File: src/rtl/shift_reg_universal.sv
// ---------------------------------------------------------------------------
// shift_reg_universal
//   Universal shift register with manual operations (hold, shift right,
//   shift left, parallel load) and an automatic burst engine that performs
//   a programmed number of shifts in one direction and pulses done.
//
//   Optional feature macro: SHIFT_REG_ROTATE_EN
//     When defined, adds input 'rotate'. With rotate=1 the bit entering on a
//     shift is the bit leaving that same cycle (rotation), for both manual and
//     burst shifts. When undefined the entering bit is always serial_in.
//
//   Parameters
//     NBITS       register width (>= 2)
//     RESET_VALUE value loaded into q on reset
//
//   Ports
//     clk_2       clock, all state updates on rising edge
//     reset_n     asynchronous active-low reset
//     mode        manual op: 00 hold, 01 right, 10 left, 11 load
//     serial_in   bit entering on shift
//     d           parallel load data
//     start       launches automatic burst (only honoured in IDLE)
//     dir         burst direction: 0 right, 1 left
//     shift_cnt   number of burst shifts (values above NBITS honoured)
//     rotate      (SHIFT_REG_ROTATE_EN only) rotate instead of serial_in
//     q           register contents
//     serial_out  last bit shifted out
//     busy        high in SHIFT and DONE
//     done        one-cycle burst completion pulse
// ---------------------------------------------------------------------------
module shift_reg_universal #(
  parameter int                 NBITS       = 4,
  parameter logic [NBITS-1:0]   RESET_VALUE = '0,
  localparam int                CNTW        = $clog2(NBITS + 1)
) (
  input  logic             clk_2,
  input  logic             reset_n,
  input  logic [1:0]       mode,
  input  logic             serial_in,
  input  logic [NBITS-1:0] d,
  input  logic             start,
  input  logic             dir,
  input  logic [CNTW-1:0]  shift_cnt,
`ifdef SHIFT_REG_ROTATE_EN
  input  logic             rotate,
`endif
  output logic [NBITS-1:0] q,
  output logic             serial_out,
  output logic             busy,
  output logic             done
);

  typedef enum logic [1:0] {
    IDLE  = 2'b00,
    SHIFT = 2'b01,
    DONE  = 2'b10
  } state_t;

  state_t           state_q, state_d;
  logic [CNTW-1:0]  rem_q,   rem_d;
  logic             dir_q,   dir_d;
  logic [NBITS-1:0] q_q,     q_d;
  logic             so_q,    so_d;

  // One shift step. Returns {bit_shifted_out, new_register_value}.
  function automatic logic [NBITS:0] shift_step(
    input logic [NBITS-1:0] cur,
    input logic             left,
    input logic             in_bit
  );
    if (left) begin
      shift_step = {cur[NBITS-1], cur[NBITS-2:0], in_bit};
    end else begin
      shift_step = {cur[0], in_bit, cur[NBITS-1:1]};
    end
  endfunction

  // Bit entering the register; with rotation it is the bit leaving.
  function automatic logic entry_bit(
    input logic [NBITS-1:0] cur,
    input logic             left,
    input logic             rot,
    input logic             sin
  );
    if (rot) begin
      entry_bit = left ? cur[NBITS-1] : cur[0];
    end else begin
      entry_bit = sin;
    end
  endfunction

  logic rot_en;
`ifdef SHIFT_REG_ROTATE_EN
  assign rot_en = rotate;
`else
  assign rot_en = 1'b0;
`endif

  logic [NBITS:0] step_res;
  logic           step_left;

  always_comb begin
    state_d   = state_q;
    rem_d     = rem_q;
    dir_d     = dir_q;
    q_d       = q_q;
    so_d      = so_q;
    step_left = 1'b0;
    step_res  = '0;

    unique case (state_q)
      IDLE: begin
        if (start) begin
          // Start outranks mode; the register holds on the launch edge.
          dir_d = dir;
          rem_d = shift_cnt;
          state_d = (shift_cnt == '0) ? DONE : SHIFT;
        end else begin
          step_left = mode[1];
          step_res  = shift_step(q_q, step_left,
                                 entry_bit(q_q, step_left, rot_en, serial_in));
          unique case (mode)
            2'b01, 2'b10: begin
              q_d  = step_res[NBITS-1:0];
              so_d = step_res[NBITS];
            end
            2'b11:   q_d = d;
            default: ;
          endcase
        end
      end
      SHIFT: begin
        step_left = dir_q;
        step_res  = shift_step(q_q, step_left,
                               entry_bit(q_q, step_left, rot_en, serial_in));
        q_d   = step_res[NBITS-1:0];
        so_d  = step_res[NBITS];
        rem_d = rem_q - CNTW'(1);
        if (rem_q == CNTW'(1)) begin
          state_d = DONE;
        end
      end
      DONE: begin
        rem_d   = '0;
        state_d = IDLE;
      end
      default: state_d = IDLE;
    endcase
  end

  always_ff @(posedge clk_2 or negedge reset_n) begin
    if (!reset_n) begin
      state_q <= IDLE;
      rem_q   <= '0;
      dir_q   <= 1'b0;
      q_q     <= RESET_VALUE;
      so_q    <= 1'b0;
    end else begin
      state_q <= state_d;
      rem_q   <= rem_d;
      dir_q   <= dir_d;
      q_q     <= q_d;
      so_q    <= so_d;
    end
  end

  assign q          = q_q;
  assign serial_out = so_q;
  assign busy       = (state_q == SHIFT) || (state_q == DONE);
  assign done       = (state_q == DONE);

endmodule

File: config.mk
export PLATFORM = sky130hd
export DESIGN_NAME = shift_reg_universal
export DESIGN_NICKNAME = d
export VERILOG_FILES = /design/src/rtl/shift_reg_universal.sv
export SDC_FILE = /design/constraint.sdc
export NUM_CORES = 1
export LEC_CHECK = 0
export BUFFER_PORTS_ARGS = -buffer_cell sky130_fd_sc_hd__buf_2
export CORE_MARGIN = 10
export CORE_UTILIZATION = 47
export DETAILED_ROUTE_END_ITERATION = 16
export PLACE_DENSITY = 0.74
export SETUP_SLACK_MARGIN = 0.05
export SLEW_MARGIN = 10
export SYNTH_ARGS = -nofsm -noshare
export SYNTH_HDL_FRONTEND = slang
export SYNTH_SLANG_ARGS = --single-unit
File: constraint.sdc
create_clock -name clk_2 -period 1.6 [get_ports clk_2]
set_input_delay 0.4 -clock clk_2 [delete_from_list [all_inputs] [get_ports clk_2]]
set_output_delay 0.4 -clock clk_2 [all_outputs]
set_load 0.005 [all_outputs]
# Yosys cells after proc, flatten, opt, wreduce, memory -nomap -nowiden

Index checks and enable logic that the tools add are counted.
Widths: inputs -> output; s select.

Add/subtract/negate cells: 1
Reduce and logical (&&, ||, !) cells: 11
Equal/unequal tests: 11
Mux-type cells: 14

Operator list:

| operator            | number |
|---|---|
| $pmux 4 s2          | 2 |
| $mux 5              | 2 |
| $pmux 3 s3          | 1 |
| $eq 2x2->1 const B  | 3 |
| $mux 2              | 3 |
| $ne 2x2->1 const B  | 3 |
| $reduce_and 2->1    | 3 |
| $reduce_and 3->1    | 2 |
| $eq 2x1->1 const B  | 2 |
| $mux 4              | 1 |
| $pmux 2 s2          | 1 |
| $eq 3x1->1 const B  | 1 |
| $logic_not 3->1     | 1 |
| $mux 3              | 1 |
| $ne 3x1->1 const B  | 1 |
| $reduce_bool 3->1   | 1 |
| $sub 3x1->3 const B | 1 |
| $logic_not 2->1     | 1 |
| $mux 1              | 2 |
| $ne 2x1->1 const B  | 1 |
| $pmux 1 s2          | 1 |
| $reduce_bool 2->1   | 1 |
| $reduce_or 2->1     | 1 |
| $logic_or 1x1->1    | 1 |

Output and inout bits: 7
Flip-flop bits (word level): 11
Logic and storage cells: 42
Input bits: 14

# Logic depth before layout (Yosys ltp)

Gate-level depths: netlist (run 1).

Word-level depth: 5
Mapped depth: 6
Depth with buffers taken out: 5

# Worst setup path after synthesis (run 1)

No wires, ideal clock.

Path kind: register to register
Start point: register state_q[1]
End point: register so_q, in the netlist serial_out
Setup slack: 23 ps
Stages on the path, launching flop included: 6
Arrival time: 1452 ps
Required time: 1475 ps
Library setup time: 125 ps
Clock period less this slack: 1577 ps
Path buffers: 0
Path through: dfrtp_1 -> inv_1 -> ha_1 -> mux2i_1 -> mux2_1 -> mux2_2

Cells in the longest elaborated chain, start to end: 3
Elaborated cells between the ends (all ways): 7
Those cells by class: 3 x eq/ne; 1 x mux; 3 x reduce/logical

RTL lines:

| item                                                 | line | source |
|---|---|---|
| start, declared                                      | 59   | `state_t state_q, state_d;` |
| start signal, assigned                               | 159  | `state_q <= state_d;` |
| $logic_not 2->1 / $eq 2x1->1 (equally long branches) | 111  | `unique case (state_q)` |
| $ne 2x1->1 (no line), or another cell as far along   | -    |  |
| $reduce_and 3->1 (no line)                           | -    |  |
| end signal, assigned                                 | 157  | `so_q <= 1'b0;` |
| end signal, assigned                                 | 163  | `so_q <= so_d;` |
| end, declared                                        | 63   | `logic so_q, so_d;` |

Parallel ways exist; a longest one is shown, timed or not.
A chain may end at the register's enable or synchronous reset.

# Final worst setup path (run 1)

Start point: register state_q[1]
End point: output busy

Cells in the longest elaborated chain, start to end: 2
Elaborated cells between the ends (all ways): 3
Those cells by class: 2 x eq/ne; 1 x reduce/logical

RTL lines:

| item                                            | line | source |
|---|---|---|
| $eq 2x1->1 / $eq 2x2->1 (equally long branches) | 169  | `assign busy = (state_q == SHIFT) \|\| (state_q == DONE);` |
| $logic_or 1x1->1 (*)                            | 169  |  |
| end, declared                                   | 49   | `output logic busy,` |

Every way passes the cells marked *; elsewhere a longest branch is shown, timed or not.

==> metrics.csv, run 1 <==
stage;metric;value;unit
run_status;status;finished with violations;
run_status;violated checks;setup timing;
global_routing;first-pass GRT wire length;3900;um
pwr;Power per Cell Area;1920;mW/mm2
yosys;YS warnings;0;
worst_setup_path;CP max-delay cell;dfrtp_1;
clocking;clock tree sinks;11;
final_layout;Ant. Diodes;0;
place;port buffer count;20;
yosys;FFs w/ async S/R, synth;1.00;
clocking;TritonCTS Buffers;3;
route;routed length per instance;15.8;um
place;DP Wirelength;1790;um
pwr;Seq pwr share;0.230;
route;DR vias/cell;5.31;
clocking;clock-pin slew on the worst setup and hold paths;0.08;ns
worst_setup_path;critical path arrival;1.21;ns
min_path;worst min path class;in -> reg;
route;Iteration-0 DRC Markers;13;
floorplanning;die height;63.9;um
worst_setup_path;WS Path Type;reg -> out;
route;router iterations before antenna repair;4;
pwr;Pint;1470;uW
sta;Hold WS;0.362;ns
final_layout;# nets final;145;
sta;crit path time final;1.61;ns
worst_setup_path;CP max FO;3;
route;routed via count;781;
floorplanning;Die Area;0.00408;mm2
pwr;Sw Share;0.389;
flow_run;Max Cap Viol;0;
yosys;Syn Area/Cell;10.9;um2
yosys;Post-synth EDFFs;0;
min_path;hold depth;2;
clocking;CTS tree;done;
clocking;CTS Buffer Depth;2;
pwr;Clk pwr share;0.080;
pwr;Logic pwr share;0.690;
floorplanning;Rows;15;
floorplanning;top-level I/O count;21;
sta;setup TNS;-0.0110;ns
pwr;switching power;934;uW
global_routing;grt ovf;0;
worst_setup_path;crit-path cells;inv_2 -> ha_4 -> buf_6 -> buf_6;
place;placed cell area;0.00110;mm2
clocking;htree depth;1;
yosys;most instantiated cells after synthesis;dfrtp_1, mux2_2, ha_1, mux2i_1;
yosys;Synth top area share;0.304;
yosys;Mapped Cells;83;
floorplanning;core area;0.00178;mm2
yosys;Post-Syn Nets;105;
global_routing;Tot GR Track Use;0.115;
sta;Pins Over Slew Limit;0;
route;DRC violation count after routing;0;
yosys;Area contributors post-synth;dfrtp_1, mux2_2, ha_1;
worst_setup_path;Critical Path RT;1.20;ns
sta;Worst Skew;0.00740;ns
yosys;Mapped Area;906;um2
yosys;most common cell in the netlist;dfrtp_1;
yosys;Synth area leader;dfrtp_1;
sta;Final setup viols;1;
yosys;Cell variety after synth;27;
worst_setup_path;crit end category;output pin;
floorplanning;Starting Density;0.508;
sta;Slew headroom;0.810;
global_routing;pin count of the biggest net entering global routing;13;
route;final antenna-violating net count;0;
route;drt total wl;2320;um
sta;RSZ-0062 raised after global routing;true;
final_layout;share of cells above drive strength 1;0.533;
sta;Worst Tran Pin Value;0.283;ns
sta;Tcrit/Tclk final;1.01;
clocking;clk root buf;clkbuf_4;
yosys;sequential share of the synthesized area;0.304;
pwr;static leakage;0.000589;uW
pwr;worst vdd ir;0.00100;V
sta;final worst slack;-0.0110;ns
yosys;Yosys reg bits;11;
final_layout;Area Overhead vs Synth;38.4;%
clocking;worst skew pair latency;0.27;ns
place;gpl congestion;0.808;
yosys;ys flop type;dfrtp_1;
floorplanning;die width;63.9;um
sta;max frequency;0.621;GHz
final_layout;fin area;0.00125;mm2
worst_setup_path;Reg2Reg Depth;5;
global_routing;number of global-route vias before repair;817;
sta;Final Hold Vio Count;0;
worst_setup_path;startpoint types;register;
worst_setup_path;CP dominant cell by count;buf_6;
global_routing;antenna violations before repair;0;
pwr;PnR Total Power;2400;uW
worst_setup_path;Largest stage delay, worst path;0.39;ns
-- sequential cells by signal, summed over array words and instances (netlist names) --
register    flops
dir_q           1
serial_out      1
state_q         2
q               4
rem_q           3
-- power by group through the flow --
stage	clock, uW	sequential [uW]	combinational, uW
floorplan	0	527	865
global placement	0	549	1270
detailed placement	0	553	1300
CTS	201	545	1560
global route	219	575	1820
finish	192	554	1660
-- stage by stage --
| stage | utilization | worst slack [ns] | std cells |
|---|---|---|---|
| global placement | 0.618 | -0.0111 | 136 |
| finish | 0.703 | -0.0110 | 147 |
| global route | 0.703 | -0.0585 | 147 |
| detailed placement | 0.618 | -0.0420 | 136 |
| CTS | 0.684 | -0.0177 | 145 |
| floorplan | - | 0.0642 | 83 |
-- cell families (layout without fill, tap and decap cells) --
logic type / count (synthesis) / in the layout / share of synthesized area
AO/OA/AOI/OAI: 22 / 22 / 0.188
multiplexers: 21 / 21 / 0.250
flip-flops: 11 / 11 / 0.304
buffers and inverters: 8 / 47 / 0.0387
AND/OR/NAND/NOR: 13 / 13 / 0.109
adder cells (fa/ha/maj): 8 / 8 / 0.111
-- area by class of cell --
type	instances	area [um2]
multi-input cells	64	647
clock buffers	4	26.3
fillers	140	529
inverters	6	22.5
flip-flops and latches	11	275
well taps	25	31.3
repair buffers	37	251
-- what timing repair did --
item                                   in CTS  in global routing
endpoints found under the hold margin      11                  0
setup endpoints to repair                   9                  9
hold buffers                                1                  0
pin swaps                                   2                  3
setup buffers                               4                  2
cloned                                      0                  0
resized for setup                           9                  9
-- path summary, 6_finish.rpt --
check | to | startpoint | slack (ns)
setup / recovery | busy | state_q[1]$_DFFE_PN0P_ | -0.01
hold / removal | dir_q$_DFFE_PN0P_ | dir | 0.36
setup reg to reg | serial_out$_DFFE_PN0P_ | state_q[1]$_DFFE_PN0P_ | 0.01
hold reg to reg | serial_out$_DFFE_PN0P_ | serial_out$_DFFE_PN0P_ | 0.52
max in group asynchronous | q[0]$_DFFE_PN0P_ | reset_n | 0.86
min in group asynchronous | state_q[0]$_DFFE_PN0P_ | reset_n | 0.52
-- metal layers --
| layer | vias up | global-route usage | wire (um) |
|---|---|---|---|
| met1 | 381 | 0.136 | 1030 |
| met2 | 14 | 0.193 | 1150 |
| met3 | 0 | 0.0488 | 133 |
| met4 | 0 | 0.0164 | 0 |
| li1 | 386 | - | - |
| met5 | - | 0 | 0 |
-- critical path: cells and delay by family, from the launching register on --
| family | cells | cell delay, ns |
|---|---|---|
| buffers and inverters | 3 | 0.33 |
| DFF | 1 | 0.39 |
| adders and majority gates | 1 | 0.21 |
-- cells in the final DEF, fill, tap and decap left out, types with 4 or more instances in the layout --
master	count
buf_2	19
buf_4	13
dfrtp_1	11
mux2_2	10
mux2i_1	8
o211ai_1	5
o21ai_1	5
ha_1	5
inv_1	4
o211ai_2	4
Power figures use the tool's default switching activity.
==> inputs of run 2 (changes only) <==
CORE_ASPECT_RATIO = 1.75   (was default)
CORE_UTILIZATION = 35   (was 47)
PLACE_DENSITY = default   (was 0.74)
==> metrics.csv, run 2 (synthesis results as in run 1) <==
stage;metric;value;unit
clocking;CTS tree;done;
worst_setup_path;r2r setup slk;0.02;ns
sta;Worst Tran Pin Value;0.291;ns
clocking;clk root buf;clkbuf_8;
route;drt total wl;2360;um
sta;Worst Skew;0.00357;ns
route;routed length per instance;16.4;um
worst_setup_path;RR Startpoint;state_q[0]$_DFFE_PN0P_;
clocking;clock tree sinks;11;
route;DR vias/cell;5.50;
global_routing;antenna violations before repair;0;
pwr;static leakage;0.000575;uW
final_layout;Core Util, Final;0.498;
sta;Tcrit/Tclk final;0.989;
floorplanning;Die Area;0.00510;mm2
worst_setup_path;CP max FO;4;
clocking;cts hold-fix bufs;0;
place;port buffer count;20;
min_path;worst min path class;in -> async;
clocking;TritonCTS Buffers;3;
route;final antenna-violating net count;0;
route;DRC violation count after routing;0;
sta;Hold WS;0.0293;ns
sta;setup TNS;0;ns
worst_setup_path;WS Path Type;reg -> reg;
sta;Pins Over Slew Limit;0;
final_layout;Ant. Diodes;0;
place;placed cells;138;
global_routing;grt ovf;0;
global_routing;first-pass GRT wire length;3850;um
sta;crit path time final;1.58;ns
sta;max frequency;0.632;GHz
place;gpl congestion;0.786;
flow_run;Max Cap Viol;0;
floorplanning;die width;58.5;um
clocking;CTS Buffer Depth;2;
run_status;status;finished clean;
global_routing;Tot GR Track Use;0.0985;
final_layout;Area Overhead vs Synth;37.0;%
sta;RSZ-0062 raised after global routing;true;
final_layout;Final Non-Filler Cells;144;
sta;Final setup viols;0;
route;Iteration-0 DRC Markers;18;
sta;Slew headroom;0.806;
worst_setup_path;Critical Path RT;1.73;ns
floorplanning;top-level I/O count;21;
final_layout;most frequent cells in the layout;buf_2, mux2_2, dfrtp_1, buf_4, mux2i_1;
final_layout;max reg flops;4;
worst_setup_path;startpoint types;register;
clocking;clock-pin slew on the worst setup and hold paths;0.05;ns
worst_setup_path;crit end category;register;
route;router iterations before antenna repair;5;
floorplanning;die height;87.3;um
pwr;Power per Cell Area;1900;mW/mm2
worst_setup_path;Reg2Reg Depth;5;
clocking;worst skew pair latency;0.25;ns
floorplanning;Starting Density;0.363;
final_layout;commonest non-fill, non-tap cell in the layout;buf_2;
floorplanning;core area;0.00249;mm2
sta;Final Hold Vio Count;0;
clocking;htree depth;1;
worst_setup_path;R2R Path End;serial_out$_DFFE_PN0P_;
global_routing;pin count of the biggest net entering global routing;13;
place;DP Wirelength;1910;um
final_layout;share of cells above drive strength 1;0.568;
pwr;worst vdd ir;0.000778;V
route;routed via count;792;
floorplanning;Rows;24;
global_routing;number of global-route vias before repair;809;
final_layout;# nets final;141;
worst_setup_path;critical path arrival;1.71;ns
run 2: cell count changes in the layout (fill, tap and decap cells not counted), sizes merged:
cell	change
buf	-3
clkbuf	-1
clkinv	+1
dlygate4sd3	-1
run 2: metal layers:
metal	up-vias	share of wire	track usage
li1	378	-	-
met5	-	0	0
met4	0	0.031	0.0579
met2	27	0.55	0.192
met1	380	0.35	0.0799
met3	7	0.065	0.0307
run 2: critical path: stages, from the launching register on:
cell and delay, ns:
dfrtp_2 0.43, buf_6 0.13, ha_4 0.16, mux2i_2 0.18, mux2_4 0.31, mux2_2 0.25
run 2: how the worst max path moves through the flow:
stage                                      start                endpoint  slack, ns  cells after the start
after floorplan           state_q[1]$_DFFE_PN0P_  serial_out$_DFFE_PN0P_       0.06                      5
after global placement                   mode[1]        q[3]$_DFFE_PN0P_       0.02                      5
after detailed placement  state_q[0]$_DFFE_PN0P_  serial_out$_DFFE_PN0P_      -0.03                      5
after CTS                 state_q[1]$_DFFE_PN0P_                    busy       0.01                      3
after global routing      state_q[0]$_DFFE_PN0P_  serial_out$_DFFE_PN0P_      -0.03                      5
final                     state_q[0]$_DFFE_PN0P_  serial_out$_DFFE_PN0P_       0.02                      5
run 2: layout make-up:
type | count | area, um2
fill | 251 | 1250
multi-input combinational | 64 | 654
sequential | 11 | 277
timing repair buffer | 33 | 209
clock buffer | 3 | 41.3
tap | 26 | 32.5
inverter | 6 | 22.5
clock inverter | 1 | 5.00
run 2: report_power, final:
| part | leakage [uW] | switching (uW) | internal (uW) |
|---|---|---|---|
| combinational | 0.000413 | 658 | 846 |
| sequential | 0.000136 | 150 | 417 |
| clock | 0.0000255 | 115 | 172 |
run 2: stage by stage:
step / total power [uW] / setup WS (ns) / cell area [um2]
2_1_floorplan: 1390 / 0.0642 / 908
5_1_grt: 2560 / -0.0334 / 1240
3_3_place_gp: 1880 / 0.0167 / 1110
3_5_place_dp: 1900 / -0.0298 / 1110
6_report: 2360 / 0.0169 / 1240
4_1_cts: 2280 / 0.0142 / 1190
run 2: timing repair:
item / 4_1_cts / 5_1_grt
buffers inserted: 2 / 0
setup endpoints to repair: 8 / 10
hold endpoints to repair: 0 / 0
pin swaps: 0 / 2
resized for setup: 5 / 13
==> inputs of run 3 (changes only) <==
clock period = 1.9 ns   (was 1.6 ns; I/O delays follow)
==> metrics.csv, run 3 (synthesis results as in run 1) <==
stage;metric;value;unit
sta;setup TNS;0;ns
clocking;htree depth;1;
route;routed via count;712;
flow_run;Max Cap Viol;0;
route;final antenna-violating net count;0;
global_routing;first-pass GRT wire length;3750;um
floorplanning;Die Area;0.00510;mm2
place;DP Wirelength;1780;um
final_layout;Reg area;275;um2
pwr;switching power;665;uW
sta;Slew headroom;0.762;
pwr;static leakage;0.000520;uW
pwr;Clk pwr share;0.144;
floorplanning;die height;87.3;um
route;router iterations before antenna repair;3;
final_layout;# nets final;131;
sta;Hold WS;0.105;ns
clocking;# Post-CTS Setup Buffers;0;
sta;Worst Skew;0.00354;ns
final_layout;max reg flops;4;
final_layout;share of cells above drive strength 1;0.426;
floorplanning;top-level I/O count;21;
floorplanning;core area;0.00249;mm2
worst_setup_path;WS Path Type;reg -> out;
worst_setup_path;startpoint types;register;
sta;max frequency;0.577;GHz
place;gpl congestion;0.799;
pwr;Sw Share;0.401;
clocking;Resize count post-CTS;0;
sta;Final setup viols;0;
worst_setup_path;Largest stage delay, worst path;0.40;ns
sta;Final Hold Vio Count;0;
final_layout;Ant. Diodes;0;
final_layout;commonest non-fill, non-tap cell in the layout;buf_2;
worst_setup_path;CP max FO;5;
global_routing;pin count of the biggest net entering global routing;12;
route;Iteration-0 DRC Markers;7;
worst_setup_path;CP max-delay cell;dfrtp_1;
place;port buffer count;20;
sta;Tcrit/Tclk final;0.913;
pwr;Logic pwr share;0.573;
run_status;status;finished clean;
pwr;Power per Cell Area;1510;mW/mm2
clocking;clock-pin slew on the worst setup and hold paths;0.05;ns
pwr;Seq pwr share;0.283;
floorplanning;Rows;24;
sta;Worst Tran Pin Value;0.356;ns
worst_setup_path;Critical Path RT;1.42;ns
clocking;clk root buf;clkbuf_8;
route;routed length per instance;15.6;um
clocking;CTS tree;done;
clocking;cts hold-fix bufs;0;
sta;Pins Over Slew Limit;0;
floorplanning;die width;58.5;um
worst_setup_path;crit end category;output pin;
floorplanning;Starting Density;0.363;
global_routing;number of global-route vias before repair;834;
clocking;worst skew pair latency;0.24;ns
clocking;CTS Buffer Depth;2;
route;drt total wl;2090;um
route;DR vias/cell;5.31;
final_layout;Area Overhead vs Synth;21.1;%
global_routing;antenna violations before repair;0;
clocking;clock tree sinks;11;
worst_setup_path;crit-path cells;inv_1 -> ha_1 -> buf_2;
route;DRC violation count after routing;0;
global_routing;grt ovf;0;
worst_setup_path;critical path arrival;1.26;ns
final_layout;fillers;253;
global_routing;Tot GR Track Use;0.0928;
min_path;worst min path class;in -> async;
sta;RSZ-0062 raised after global routing;false;
sta;crit path time final;1.73;ns
pwr;worst vdd ir;0.000816;V
clocking;TritonCTS Buffers;3;
final_layout;area of the multi-input gates;598;um2
final_layout;most frequent cells in the layout;buf_2, dfrtp_1, mux2_2;
pwr;Pint;995;uW
-- run 3: changes by cell type in the layout (fill, tap and decap cells not counted), moves of 2 or more --
cell	previous run	this run
buf_4	10	3
ha_1	3	7
buf_6	3	0
ha_4	3	0
inv_1	4	6
inv_2	2	0
o21ai_0	4	6
o21ai_1	2	0
-- run 3: area by class of cell --
| class | instances | share of cell area |
|---|---|---|
| multi-input cells | 64 | 0.545 |
| clock inverters | 1 | 0.00456 |
| repair buffers | 23 | 0.112 |
| flip-flops and latches | 11 | 0.251 |
| inverters | 6 | 0.0205 |
| well taps | 26 | 0.0296 |
| clock buffers | 3 | 0.0376 |
-- run 3: metal layers --
layer / vias to the layer above / GRT usage / share of wire
met4: 0 / 0.0558 / 0.025
met1: 328 / 0.0885 / 0.38
met5: - / 0 / 0
met3: 5 / 0.0351 / 0.080
li1: 357 / - / -
met2: 22 / 0.161 / 0.52
-- run 3: through the flow --
step / instances / power [uW] / util / area, um2 / setup WS, ns
3_5_place_dp: 130 / 1440 / 0.421 / 1050 / 0.109
2_1_floorplan: 83 / 1170 / - / 906 / 0.323
5_1_grt: 134 / 1840 / 0.440 / 1100 / 0.0633
4_1_cts: 134 / 1690 / 0.439 / 1090 / 0.105
6_report: 134 / 1660 / 0.440 / 1100 / 0.166
3_3_place_gp: 130 / 1420 / 0.421 / 1050 / 0.188
-- run 3: critical path, delay by kind of cell (launching register included) --
family	cells	cell delay [ns]
buffers and inverters	2	0.26
DFF	1	0.40
adders and majority gates	1	0.36
-- run 3: power groups by stage --
stage	Combinational, uW	Clock [uW]	Sequential (uW)
finish	951	239	470
global route	1090	260	491
CTS	971	250	469
detailed placement	970	0	474
global placement	952	0	471
floorplan	726	0	442
-- run 3: final timing paths --
kind                                        startpoint                endpoint  slack [ns]  cells after the start
worst max-delay path            state_q[0]$_DFFE_PN0P_                    busy        0.17                      3
worst min-delay path                           reset_n        q[3]$_DFFE_PN0P_        0.10                      1
worst max register to register  state_q[1]$_DFFE_PN0P_  serial_out$_DFFE_PN0P_        0.19                      5
worst min register to register  serial_out$_DFFE_PN0P_  serial_out$_DFFE_PN0P_        0.51                      1
max in group asynchronous                      reset_n  state_q[0]$_DFFE_PN0P_        1.57                      1
min in group clk_2                                 dir       dir_q$_DFFE_PN0P_        0.47                      2
